$ cat src/rtl/vx_cache_wb_buffer.sv
// Writeback buffer for dirty cache victims.
// Victim lines from the bank's data store are queued in FIFO order and drained
// as byte-masked write requests on the memory request port. An address lookup
// lets the bank stall a refill whose line still has a writeback pending.
//
// Ports:
//   clk, reset        clock, synchronous active-high reset
//   evict_*           victim line input (valid/ready, addr, data, dirty byte mask)
//   mem_req_*         memory write request output (head of queue)
//   lookup_addr/hit   combinational match against all valid entries
//   empty, full       occupancy status
module vx_cache_wb_buffer #(
  parameter int unsigned LINE_SIZE       = 16,
  parameter int unsigned LINE_ADDR_WIDTH = 26,
  parameter int unsigned NUM_ENTRIES     = 4
) (
  input  logic                       clk,
  input  logic                       reset,

  input  logic                       evict_valid,
  output logic                       evict_ready,
  input  logic [LINE_ADDR_WIDTH-1:0] evict_addr,
  input  logic [LINE_SIZE*8-1:0]     evict_data,
  input  logic [LINE_SIZE-1:0]       evict_byteen,

  output logic                       mem_req_valid,
  input  logic                       mem_req_ready,
  output logic [LINE_ADDR_WIDTH-1:0] mem_req_addr,
  output logic [LINE_SIZE*8-1:0]     mem_req_data,
  output logic [LINE_SIZE-1:0]       mem_req_byteen,

  input  logic [LINE_ADDR_WIDTH-1:0] lookup_addr,
  output logic                       lookup_hit,

  output logic                       empty,
  output logic                       full
);

  localparam int unsigned DataW = LINE_SIZE * 8;
  localparam int unsigned PtrW  = $clog2(NUM_ENTRIES);
  localparam int unsigned CntW  = PtrW + 1;

  logic [PtrW-1:0]            rd_ptr_q, rd_ptr_d;
  logic [PtrW-1:0]            wr_ptr_q, wr_ptr_d;
  logic [CntW-1:0]            count_q, count_d;
  logic [NUM_ENTRIES-1:0]     valid_q, valid_d;
  logic [LINE_ADDR_WIDTH-1:0] addr_q   [NUM_ENTRIES];
  logic [LINE_ADDR_WIDTH-1:0] addr_d   [NUM_ENTRIES];
  logic [DataW-1:0]           data_q   [NUM_ENTRIES];
  logic [DataW-1:0]           data_d   [NUM_ENTRIES];
  logic [LINE_SIZE-1:0]       byteen_q [NUM_ENTRIES];
  logic [LINE_SIZE-1:0]       byteen_d [NUM_ENTRIES];

  logic push, store, pop;
  logic dup_hit;

  assign empty = (count_q == '0);
  assign full  = (count_q == CntW'(NUM_ENTRIES));

  // No bypass: a pop while full frees the slot only from the next cycle on.
  assign evict_ready = ~full & ~reset;
  assign push        = evict_valid & evict_ready;
  // Clean victims complete the handshake but are dropped.
  assign store       = push & (|evict_byteen);

  assign mem_req_valid  = ~empty;
  assign mem_req_addr   = addr_q[rd_ptr_q];
  assign mem_req_data   = data_q[rd_ptr_q];
  assign mem_req_byteen = byteen_q[rd_ptr_q];
  assign pop            = mem_req_valid & mem_req_ready;

  // Lookup sees registered state only, so an entry being written this cycle is
  // invisible and the head being popped this cycle still hits.
  always_comb begin
    lookup_hit = 1'b0;
    dup_hit    = 1'b0;
    for (int unsigned i = 0; i < NUM_ENTRIES; i++) begin
      if (valid_q[PtrW'(i)] && (addr_q[PtrW'(i)] == lookup_addr)) lookup_hit = 1'b1;
      if (valid_q[PtrW'(i)] && (addr_q[PtrW'(i)] == evict_addr))  dup_hit    = 1'b1;
    end
  end

  always_comb begin
    rd_ptr_d = rd_ptr_q;
    wr_ptr_d = wr_ptr_q;
    valid_d  = valid_q;
    addr_d   = addr_q;
    data_d   = data_q;
    byteen_d = byteen_q;
    count_d  = count_q + CntW'(store) - CntW'(pop);

    if (pop) begin
      valid_d[rd_ptr_q] = 1'b0;
      rd_ptr_d          = rd_ptr_q + PtrW'(1);
    end
    // Never the same slot as the pop: store requires not full, pop requires not empty.
    if (store) begin
      valid_d[wr_ptr_q]  = 1'b1;
      addr_d[wr_ptr_q]   = evict_addr;
      data_d[wr_ptr_q]   = evict_data;
      byteen_d[wr_ptr_q] = evict_byteen;
      wr_ptr_d           = wr_ptr_q + PtrW'(1);
    end
  end

  always_ff @(posedge clk) begin
    if (reset) begin
      rd_ptr_q <= '0;
      wr_ptr_q <= '0;
      count_q  <= '0;
      valid_q  <= '0;
    end else begin
      rd_ptr_q <= rd_ptr_d;
      wr_ptr_q <= wr_ptr_d;
      count_q  <= count_d;
      valid_q  <= valid_d;
    end
  end

  // Payload needs no reset; it is qualified by valid_q and the count.
  always_ff @(posedge clk) begin
    addr_q   <= addr_d;
    data_q   <= data_d;
    byteen_q <= byteen_d;
  end

  // The bank must block refills of pending lines, so a duplicate is a bank bug.
  a_no_dup: assert property (@(posedge clk) disable iff (reset) store |-> !dup_hit);
  a_no_overflow: assert property (@(posedge clk) disable iff (reset) store |-> (!full || pop));
  a_no_underflow: assert property (@(posedge clk) disable iff (reset) pop |-> !empty);
  a_stall_stable: assert property (@(posedge clk) disable iff (reset)
      (mem_req_valid && !mem_req_ready) |=>
      (mem_req_valid && $stable(mem_req_addr) && $stable(mem_req_data)
       && $stable(mem_req_byteen)));

endmodule

$ cat config.mk
export PLATFORM = sky130hd
export DESIGN_NAME = vx_cache_wb_buffer
export DESIGN_NICKNAME = d
export VERILOG_FILES = /design/src/rtl/vx_cache_wb_buffer.sv
export SDC_FILE = /design/constraint.sdc
export NUM_CORES = 1
export LEC_CHECK = 0
export BUFFER_PORTS_ARGS = -buffer_cell sky130_fd_sc_hd__buf_4
export CAP_MARGIN = 10
export CORE_MARGIN = 3
export CORE_UTILIZATION = 35
export DETAILED_ROUTE_END_ITERATION = 7
export PLACE_DENSITY = 0.58
export SETUP_SLACK_MARGIN = 0.02
export SLEW_MARGIN = 0
export SYNTH_ARGS = -nofsm -noshare
export SYNTH_HDL_FRONTEND = slang
export SYNTH_SLANG_ARGS = --single-unit
export TNS_END_PERCENT = 20
$ cat constraint.sdc
create_clock -name clk -period 7.3 [get_ports clk]
set_input_delay 1.095 -clock clk [delete_from_list [all_inputs] [get_ports clk]]
set_output_delay 1.095 -clock clk [all_outputs]
set_load 0.01 [all_outputs]
# Yosys cells after proc, flatten, opt, wreduce, memory -nomap -nowiden
# Cells that the tools add are included.
# Widths: inputs -> output; s select.
[word_totals]
output_inout_bits = 175
elab_cells = 81
regBits = 691
input_bits = 200
[op_classes]
magnitude_cmp = 7
n_eq_ne = 5
addsub = 4
bitwise_logic = 12
reduce_logical = 9
n_mux = 28
[ops]
columns = ["operator", "n"]
rows = [
  ["$bwmux 512", 1],
  ["$mux 128", 3],
  ["$bmux 128 s2", 1],
  ["$demux 128 s2", 1],
  ["$bwmux 104", 1],
  ["$eq 26x26->1", 4],
  ["$mux 26", 3],
  ["$bwmux 64", 1],
  ["$bmux 26 s2", 1],
  ["$demux 26 s2", 1],
  ["$mux 16", 3],
  ["$bmux 16 s2", 1],
  ["$demux 16 s2", 1],
  ["$reduce_or 16->1", 1],
  ["$mux 4", 2],
  ["$logic_and 1x1->1", 7],
  ["$ge 3x3->1 const B", 2],
  ["$lt 2x3->1 const B", 2],
  ["$mux 1", 6],
  ["$not 2->3", 2],
  ["$add 2x1->2 const B", 2],
  ["$and 1x1->1", 4],
  ["$and 4x4->4", 1],
  ["$demux 1 s2", 2],
  ["9 further kinds", 12],
]

# Longest topological paths before layout
[depth]
word_depth = 9
depth_mapped = 12
ltp_nobuf = 11

# Least setup slack after synthesis
# Ideal clock, no wire load.
[synth_timing]
kind = "input-to-reg"
from = "input reset"
to = "register addr_q[100] (netlist name), enable pin"
setup_slack_ps = 1211
cell_stages = 4
path_buffers = 1
required_ps = 6750
arrival_time_ps = 5539
setup_time_ps = 550
cell_sequence = "nor2_1 and3_4 buf_6 and2_1"
[synth_between]
elab_chain_len = 4
[synth_rtl]
columns = ["element", "line_no", "text"]
rows = [
  ["start: declaration", "18", "input logic reset,"],
  ["$not 1->1", "61", "assign evict_ready = ~full & ~reset;"],
  ["$and 1x1->1", "61", ""],
  ["$and 1x1->1", "62", "assign push = evict_valid & evict_ready;"],
  ["$and 1x1->1", "64", "assign store = push & (|evict_byteen);"],
  ["end signal: assignment", "122", "addr_q <= addr_d;"],
  ["end: declaration", "47", "logic [LINE_ADDR_WIDTH-1:0] addr_q [NUM_ENTRIES];"],
]
# No other way between the ends.
# A chain may end at the register's enable or synchronous reset.

# Worst setup path after layout
[layout_timing]
from = "register rd_ptr_q[0]"
to = "output mem_req_data[120]"
[layout_between]
elab_chain_len = 4
[layout_rtl]
columns = ["element", "line_no", "text"]
rows = [
  ["start: declaration", "43", "logic [PtrW-1:0] rd_ptr_q, rd_ptr_d;"],
  ["start signal: assignment", "113", "rd_ptr_q <= rd_ptr_d;"],
  ["$not 2->3 (not written as such)", "68", "assign mem_req_data = data_q[rd_ptr_q];"],
  ["$bmux 128 s2", "68", ""],
  ["$mux 128 (not written as such) (2 in series)", "68", ""],
  ["end: declaration", "29", "output logic [LINE_SIZE*8-1:0] mem_req_data,"],
]
# No other way between the ends. The select of a mux whose other input is x is not followed.

==> results.yml <==
status:
  status: "finished clean"
timing:
  max_slew.worst_pin.slew_ns: 0.971
  fin_crit_ns: 3.93
  timing.final.crit_share_pct: 53.8
  fmax_ghz: 0.255
  worst_slack_ns: 3.37
  grt_setup_unrepaired: "no"
  relSlewSlack_pct: 35.3
  setup_viol: 0
  hold_violations: 0
  skew_ns: 0.0271
  setup_tns_ns: 0
  slew_violations: 0
  fin_hold_ws_ns: 0.540
pwr:
  p_per_area_mw_per_mm2: 329
  p_seq_share_pct: 43.5
  p_comb_share_pct: 21.4
  power.internal_mw: 7.99
  p_leak_nw: 10.8
  p_clk_share_pct: 35.1
  power.switching_mw: 2.78
  swShare_pct: 25.8
  ir_worst_vdd_v: 0.000242
logic_synthesis:
  synthDistinctLibCells: 26
  syn_area_mm2: 0.0263
  netlist_instances: 1114
  yosysSeqAreaShare_pct: 78.4
  synth_area_per_cell_um2: 23.6
  ys_ff_latch: 691
  ys_warn_count: 0
  syn_nets: 1325
detailed_routing:
  via_per_inst: 4.88
  post-route-drc-count: 0
  num_vias: 12500
  drt-total-wl_mm: 58.9
  wl_per_cell_um: 23.1
  drt_iter0_markers: 840
  ant_nets: 0
  firstDrtPassIters: 5
clocking:
  cts.path.max_buffers: 3
  cts_setup_buffers: 0
  cts_hold_buf: 0
  worst_skew_pair.late_latency_ns: 0.61
  cts_buffers: 76
  post_cts.resized_instances: 0
  h-tree-depth: 3
  root_buffer: "clkbuf_16"
  clk_pin_slew_ns: 0.06
  cts_tree: "built"
  cts_sinks: 691
floorplanning:
  die_w_um: 280
  core-area_mm2: 0.0737
  initial_utilization_pct: 35.7
  die_h_um: 280
  dieArea_mm2: 0.0786
  design.portCount: 375
  row_count: 99
placement:
  gp_congestion: 0.823
  dp_slack_ns: 3.27
  placed_area_mm2: 0.0302
  io_buffers: 374
  post-place-cells: 2408
  dp_hpwl_mm: 37.2
grt:
  grt_pass1_wl_mm: 87.9
  grt.overflow.total: 0
  antenna_found_initial: 4
  grt_pass1_vias: 13600
  track_usage_pct: 15.0
  grt_start_max_net_pins: 93
cells_and_area:
  syn_to_final_growth_pct: 24.3
  finalNonFillerCells: 2551
  nNetsFinal: 1738
  stdcell_area_mm2: 0.0327
  drive_above_1_share_pct: 42.4
setup_path:
  worstPathRequired_ns: 6.20
  critical_path_peak_fanout: 92
  worstSetupPathType: "flip-flop to primary output"
  end_kind: "primary output"
  critical_path_arrival_ns: 2.83
  timing.rr.start: "count_q[2]$_SDFF_PP0_"
  startpoint_type: "flip-flop"
  reg2regPathDepth: 6
  rrSetupSlack_ns: 4.14
  regToRegEndpoint: "data_q[206]$_DFFE_PP_"
worst_hold_path:
  min_path_type: "flip-flop to flip-flop"
  holdPathEnd: "count_q[2]$_SDFF_PP0_"
  hold_depth: 2
  worstHoldStart: "count_q[2]$_SDFF_PP0_"
job:
  max-cap-violations: 0
registers in the layout, indices dropped and copies added, names as in the netlist:
signal    flops
addr_q      104
data_q      512
wr_ptr_q      2
rd_ptr_q      2
valid_q       4
count_q       3
byteen_q     64
cell families (layout without fill, tap and decap cells):
family,after synthesis,after routing,synth area share (%)
AO/OA/AOI/OAI,5,5,0.143
flip-flops,691,691,78.4
buffers and inverters,62,537,1.29
other,0,3,0
XOR/XNOR,108,108,3.59
AND/OR/NAND/NOR,66,66,1.49
multiplexers,171,171,14.6
adder cells (fa/ha/maj),11,11,0.551
power groups by stage:
stage	registers, mW	clock network (mW)	logic, mW
3_5_place_dp	4.77	0	2.38
4_1_cts	4.69	3.90	2.39
5_1_grt	4.70	4.06	2.49
3_3_place_gp	4.76	0	2.38
2_1_floorplan	4.74	0	1.37
6_report	4.68	3.78	2.31
routing by layer:
metal  vias up  part of all wire, %  global-route usage (%)  routed length, um
met5         -                    0                       0                  0
met4         0                  2.3                    4.33               1340
met3        90                  7.7                    4.85               4530
met2       379                   51                    25.4              30100
met1      6480                   39                    18.6              22900
li1       5506                    -                       -                  -
how the worst max path moves through the flow:
stage	startpoint	to	slack (ns)	cells after the start
global placement	evict_byteen[3]	data_q[414]$_DFFE_PP_	3.26	7
finish	rd_ptr_q[0]$_SDFFE_PP0N_	mem_req_data[120]	3.37	3
detailed placement	evict_byteen[3]	data_q[160]$_DFFE_PP_	3.27	7
CTS	rd_ptr_q[1]$_SDFFE_PP0N_	mem_req_data[120]	3.25	3
floorplan	reset	addr_q[100]$_DFFE_PP_	1.21	4
global route	rd_ptr_q[0]$_SDFFE_PP0N_	mem_req_data[46]	3.15	3
through the flow:
step,util [%],power (mW)
after floorplan,-,6.11
after global routing,44.4,11.2
final,44.4,10.8
after global placement,41.0,7.13
after CTS,44.4,11.0
after detailed placement,41.0,7.14
worst max-delay path: stages (launching register included):
cell,delay (ns)
dfxtp_4,0.60
buf_12,0.52
mux4_2,0.63
buf_4,0.16
cell usage after synthesis:
| library cell | n | area [um^2] |
|---|---|---|
| inv_1 | 9 | 33.8 |
| or3_4 | 1 | 11.3 |
| mux2i_1 | 1 | 10.0 |
| ha_1 | 10 | 125 |
| nor2b_1 | 2 | 12.5 |
| nor3b_2 | 1 | 12.5 |
| dfxtp_1 | 11 | 220 |
| nor4_1 | 16 | 100 |
| and2_4 | 1 | 8.76 |
| nor2_1 | 9 | 33.8 |
| nand4_1 | 22 | 138 |
| edfxtp_1 | 680 | 20400 |
| buf_2 | 20 | 100 |
| o31ai_1 | 1 | 7.51 |
| clkbuf_1 | 13 | 48.8 |
| a22oi_1 | 4 | 30.0 |
| and2_1 | 4 | 25.0 |
| mux4_2 | 170 | 3830 |
| xnor2_1 | 64 | 561 |
| xor2_1 | 44 | 385 |
| nor3_1 | 4 | 20.0 |
| nand2_1 | 5 | 18.8 |
| fa_1 | 1 | 20.0 |
| buf_6 | 11 | 124 |
| and3_4 | 1 | 11.3 |
| buf_1 | 9 | 33.8 |
final cells by class:
cell class / instances / area, um^2
Inverter: 9 / 33.8
Clock buffer: 96 / 1980
Tap cell: 959 / 1200
Clock inverter: 44 / 522
Timing Repair Buffer: 388 / 2980
Fill cell: 6284 / 41000
Multi-Input combinational cell: 361 / 5370
Sequential cell: 691 / 20600
Antenna cell: 3 / 7.51
cell usage in the layout (no fill, tap or decap):
| cell type | instances |
|---|---|
| edfxtp_1 | 680 |
| buf_4 | 383 |
| mux4_2 | 170 |
| clkbuf_16 | 76 |
| xnor2_1 | 64 |
| xor2_1 | 44 |
| nand4_1 | 22 |
| clkbuf_1 | 20 |
| nor4_1 | 16 |
| clkinv_1 | 15 |
| ha_1 | 10 |
| inv_1 | 9 |
| nor2_1 | 9 |
| dfxtp_1 | 9 |
| clkinv_2 | 7 |
| bufinv_16 | 7 |
| and2_4 | 5 |
| nand2_1 | 5 |
| buf_12 | 5 |
| nor3_1 | 4 |
| a22oi_1 | 4 |
| clkinvlp_4 | 4 |
| diode_2 | 3 |
| clkinv_16 | 3 |
| clkinv_4 | 3 |
| nor2b_1 | 2 |
| inv_6 | 2 |
| inv_16 | 2 |
| dfxtp_4 | 2 |
| nor3b_2 | 1 |
| or3_4 | 1 |
| and3_4 | 1 |
| mux2i_1 | 1 |
| o31ai_1 | 1 |
| fa_1 | 1 |
| clkinv_8 | 1 |
(Power assumes the default switching activity.)
